File: config.mk
export PLATFORM = sky130hd
export DESIGN_NAME = led_share_arbiter
export DESIGN_NICKNAME = d
export VERILOG_FILES = /design/src/rtl/led_share_arbiter.sv
export SDC_FILE = /design/constraint.sdc
export NUM_CORES = 1
export LEC_CHECK = 0
export BUFFER_PORTS_ARGS = -buffer_cell sky130_fd_sc_hd__buf_2
export CAP_MARGIN = 30
export CORE_ASPECT_RATIO = 0.6
export CORE_MARGIN = 4
export CORE_UTILIZATION = 35
export CTS_CLUSTER_DIAMETER = 150
export DETAILED_ROUTE_END_ITERATION = 12
export SLEW_MARGIN = 0
export SYNTH_ARGS = -nofsm -noshare
export SYNTH_HDL_FRONTEND = slang
export SYNTH_SLANG_ARGS = --single-unit
File: constraint.sdc
create_clock -name clk -period 3.55 [get_ports clk]
set_clock_uncertainty 0.2 [all_clocks]
set_input_delay 0.71 -clock clk [delete_from_list [all_inputs] [get_ports clk]]
set_output_delay 0.71 -clock clk [all_outputs]
set_load 0.02 [all_outputs]
File: src/rtl/led_share_arbiter.sv
// Round-robin, dwell-limited arbiter sharing the three user LEDs between two
// pattern requesters. A prescaled tick measures the minimum grant length.
module led_share_arbiter #(
  parameter int unsigned TICK_DIV    = 12000000,
  parameter int unsigned DWELL_TICKS = 4
) (
  input  logic       clk,
  input  logic       rst,
  input  logic [1:0] req,
  input  logic [2:0] pat0,
  input  logic [2:0] pat1,
  output logic [1:0] gnt,
  output logic       tick,
  output logic       LED3,
  output logic       LED4,
  output logic       LED5
);

  localparam int unsigned DivW   = (TICK_DIV > 1) ? $clog2(TICK_DIV) : 1;
  localparam int unsigned DwellW = $clog2(DWELL_TICKS + 1);

  localparam logic [DivW-1:0]   DivMax   = DivW'(TICK_DIV - 1);
  localparam logic [DwellW-1:0] DwellMax = DwellW'(DWELL_TICKS);

  typedef enum logic [1:0] {StIdle, StOwn0, StOwn1} state_e;

  state_e              state_q, state_d;
  logic                last_q, last_d;
  logic [DwellW-1:0]   dwell_q, dwell_d;
  logic [DivW-1:0]     div_cnt_q, div_cnt_d;
  logic                tick_q, tick_d;
  logic [1:0]          gnt_q, gnt_d;
  logic [2:0]          led_q, led_d;

  always_comb begin
    div_cnt_d = (div_cnt_q == DivMax) ? '0 : div_cnt_q + 1'b1;
    tick_d    = (div_cnt_q == DivMax);
  end

  always_comb begin
    state_d = state_q;
    last_d  = last_q;
    dwell_d = dwell_q;
    case (state_q)
      StIdle: begin
        // With both requesting, the one not granted last wins.
        if (req[0] && (!req[1] || last_q)) begin
          state_d = StOwn0;
          last_d  = 1'b0;
          dwell_d = '0;
        end else if (req[1]) begin
          state_d = StOwn1;
          last_d  = 1'b1;
          dwell_d = '0;
        end
      end
      StOwn0: begin
        if (!req[0]) begin
          state_d = StIdle;
        end else if (dwell_q == DwellMax && req[1]) begin
          state_d = StOwn1;
          last_d  = 1'b1;
          dwell_d = '0;
        end else if (tick_q && dwell_q != DwellMax) begin
          dwell_d = dwell_q + 1'b1;
        end
      end
      StOwn1: begin
        if (!req[1]) begin
          state_d = StIdle;
        end else if (dwell_q == DwellMax && req[0]) begin
          state_d = StOwn0;
          last_d  = 1'b0;
          dwell_d = '0;
        end else if (tick_q && dwell_q != DwellMax) begin
          dwell_d = dwell_q + 1'b1;
        end
      end
      default: state_d = StIdle;
    endcase
  end

  always_comb begin
    gnt_d = 2'b00;
    case (state_d)
      StOwn0:  gnt_d = 2'b01;
      StOwn1:  gnt_d = 2'b10;
      default: gnt_d = 2'b00;
    endcase
    // LEDs follow the current owner, so they lag the grant by one edge.
    led_d = 3'b000;
    case (state_q)
      StOwn0:  led_d = pat0;
      StOwn1:  led_d = pat1;
      default: led_d = 3'b000;
    endcase
  end

  always_ff @(posedge clk or posedge rst) begin
    if (rst) begin
      state_q   <= StIdle;
      last_q    <= 1'b1;
      dwell_q   <= '0;
      div_cnt_q <= '0;
      tick_q    <= 1'b0;
      gnt_q     <= 2'b00;
      led_q     <= 3'b000;
    end else begin
      state_q   <= state_d;
      last_q    <= last_d;
      dwell_q   <= dwell_d;
      div_cnt_q <= div_cnt_d;
      tick_q    <= tick_d;
      gnt_q     <= gnt_d;
      led_q     <= led_d;
    end
  end

  assign gnt  = gnt_q;
  assign tick = tick_q;
  assign LED3 = led_q[0];
  assign LED4 = led_q[1];
  assign LED5 = led_q[2];

endmodule

==> results.ini <==
[synth]
synth_seq_area_share_pct = 47.3
ys_ff_latch = 36
avgSynthCellArea_sq_um = 9.93
synth_warnings = 0
synth.distinct_cells = 45
synthCells = 192
synth_nets = 209
netlist_area_sq_mm = 0.00191

[sta]
finalSetupViolCount = 0
fin_crit_sh_pct = 64.0
slew_headroom_pct = 46.8
period_minus_slack_ns = 2.27
worstMarginPinSlew_ns = 0.778
slew_viol_final = 0
fmax_mhz = 440
rsz0062_at_grt = false
tns_ns = 0
hold_viol = 0

[critical_path]
path_max_fanout = 8
path_buf_inv = 1
required_ns = 3.48
crit_slowest_cell = a2111oi_0
critPathTopFamily = compound AO/OA/AOI/OAI gates
path_class = flop to flop
cp-end-kind = flop
worstPathArrival_ns = 2.20
crit_chain = inv_1, ha_1, o2bb2ai_1, o221ai_1, a2111oi_0, a21oi_1
crit_path_start_kind = flop
slowest_delay_ns = 0.73

[clocking]
cts_tree = done
cts_buffers = 5
cts_buffer_depth = 2
clkSinkCount = 36
post_cts_buffers = 0
cts.clk_slew.worst_paths_ns = 0.07
cts.repair.resized = 0
ctsHoldBuffers = 0
clk_latency_ns = 0.28
cts-root-buf = clkbuf_8
ctsHtreeMaxLevel = 2

[detailed_routing]
drt_iter0_drc = 146
antenna_left = 0
drt_wl_total_mm = 3.92
dr.pass1.iters = 5
wire_per_inst_um = 14.0
vias_per_cell = 5.36
drc = 0
vias = 1502

[placed_design]
dpl.hpwl_mm = 3.11
place_area_sq_mm = 0.00207
port_buffers = 15
gp_congestion = 0.817

[floorplanning]
die_width_um = 103
dieArea_sq_mm = 0.00673
die_y_um = 65.2
core_area_sq_mm = 0.00515
start_util_pct = 37.0
placementRows = 20
ios = 16

[global_routing]
grt_pass1_wl_mm = 6.67
antenna_found_initial = 0
grtUsageTotal_pct = 12.9
grt_pass1_vias = 1324
grt_max_degree = 19
grt_overflow = 0

[finish]
final_core_util_pct = 41.8
mostFrequentLayoutCells = dfrtp_1, buf_2, nand2_1, a21oi_1
n_antenna_cell = 0
multi_input_area_sq_um = 938
area_growth_pct = 13.1
mostFrequentLayoutCell = dfrtp_1
nets = 230
drive_above_1_share_pct = 15.4
fin_area_sq_mm = 0.00216
seqCellArea_sq_um = 902
nFillCells = 509

[power]
power_leakage_nw = 0.918
p_seq_share_pct = 45.1
switching_share_pct = 30.8
pwr-share-comb_pct = 27.1
ir_drop_mv = 0.121
clockPowerShare_pct = 27.8
design_power_total_mw = 1.04
p_int_mw = 0.719
power.density_mw_per_mm2 = 482
p_switching_mw = 0.320

[outcome]
run_status = complete, no violations

[min_path]
min_path_type = flop to flop

[flow_run]
cap_violations = 0

-- area by class of cell --
type                            count  share of cell area, %
Clock buffer                        8                   4.18
Multi-Input combinational cell    141                   43.5
Tap cell                           66                   3.83
Inverter                           10                   1.74
Timing Repair Buffer               19                   4.88
Sequential cell                    36                   41.8
-- layer usage --
| layer | GRT usage [%] | share of wire [%] | wire length (um) |
|---|---|---|---|
| met1 | 21.7 | 57 | 2240 |
| met3 | 6.04 | 7.9 | 308 |
| met5 | 0 | 0 | 0 |
| met4 | 2.10 | 0.84 | 33 |
| met2 | 14.1 | 34 | 1340 |
-- power by group through the flow --
stage          Sequential (mW)  Combinational (mW)  Clock (mW)
3_3_place_gp             0.475               0.281           0
2_1_floorplan            0.500               0.173           0
4_1_cts                  0.469               0.277       0.303
3_5_place_dp             0.476               0.276           0
6_report                 0.469               0.281       0.289
5_1_grt                  0.472               0.311       0.320
-- kinds of logic after synthesis --
group | share of synthesized area [%]
buffers and inverters | 3.48
DFF | 47.3
xor gates and xnor gates | 6.43
and+or+nand+nor | 24.5
muxes | 0.591
AOI/OAI and AO/OA | 13.1
adders and majority gates | 4.59
-- metrics by stage --
step / hold WS, ns / setup slack, ns / cells
finish: 0.279 / 1.28 / 280
floorplan: 0.243 / 1.49 / 192
detailed placement: 0.278 / 1.29 / 272
CTS: 0.287 / 1.30 / 280
global route: 0.318 / 1.04 / 280
global placement: 0.271 / 1.33 / 272
-- worst register-to-register path: cells and delay by family, from the launching register on --
kind / cells / cell delay (ns)
fa+ha+maj: 1 / 0.29
flops: 1 / 0.42
buf+inv: 1 / 0.10
compound gates: 4 / 1.11
-- final timing paths --
path                                         from                endpoint  slack, ns  depth (start not counted)
setup reg to reg             state_q[1]$_DFF_PP0_  dwell_q[2]$_DFFE_PP0P_       1.28                          6
max in group asynchronous                     rst  div_cnt_q[3]$_DFF_PP0_       2.24                          3
hold / removal             div_cnt_q[0]$_DFF_PP0_  div_cnt_q[0]$_DFF_PP0_       0.28                          1
min in group asynchronous                     rst  div_cnt_q[9]$_DFF_PP0_       0.31                          2
setup / recovery             state_q[1]$_DFF_PP0_  dwell_q[2]$_DFFE_PP0P_       1.28                          6
hold reg to reg            div_cnt_q[0]$_DFF_PP0_  div_cnt_q[0]$_DFF_PP0_       0.28                          1
-- sequential cells by signal, indices dropped and copies added, names as in the netlist --
signal     count
led_q          3
tick           1
gnt            2
last_q         1
div_cnt_q     24
state_q        2
dwell_q        3
-- synth_stat cells (all sizes together) --
cell type | count | share of area [%]
and2 | 2 | 0.66
o221ai | 1 | 0.46
nor3b | 1 | 0.39
dfstp | 1 | 1.4
dfrtp | 35 | 46
nand3 | 10 | 2.6
and4 | 3 | 1.4
o21bai | 1 | 0.39
nand2 | 13 | 2.6
a21boi | 2 | 0.79
nand2b | 2 | 0.66
a211oi | 1 | 0.39
nor4bb | 3 | 1.6
nor2 | 10 | 2.0
nor3 | 5 | 1.3
clkbuf | 2 | 0.39
or4 | 7 | 3.0
or2 | 1 | 0.33
mux2 | 1 | 0.59
ha | 7 | 4.6
a21oi | 13 | 3.6
xnor2 | 4 | 1.8
a2111oi | 2 | 0.92
o31ai | 5 | 2.0
buf | 3 | 1.1
nand4 | 8 | 2.6
inv | 10 | 2.0
or3b | 1 | 0.46
o211ai | 1 | 0.39
a22oi | 3 | 1.2
and3 | 3 | 1.0
or3 | 4 | 1.4
o22ai | 2 | 0.66
nor4 | 1 | 0.33
xor2 | 10 | 4.6
nand4bb | 1 | 0.59
o21ai | 7 | 1.8
nor2b | 5 | 1.6
o2bb2ai | 1 | 0.46
(Power assumes the default switching activity.)
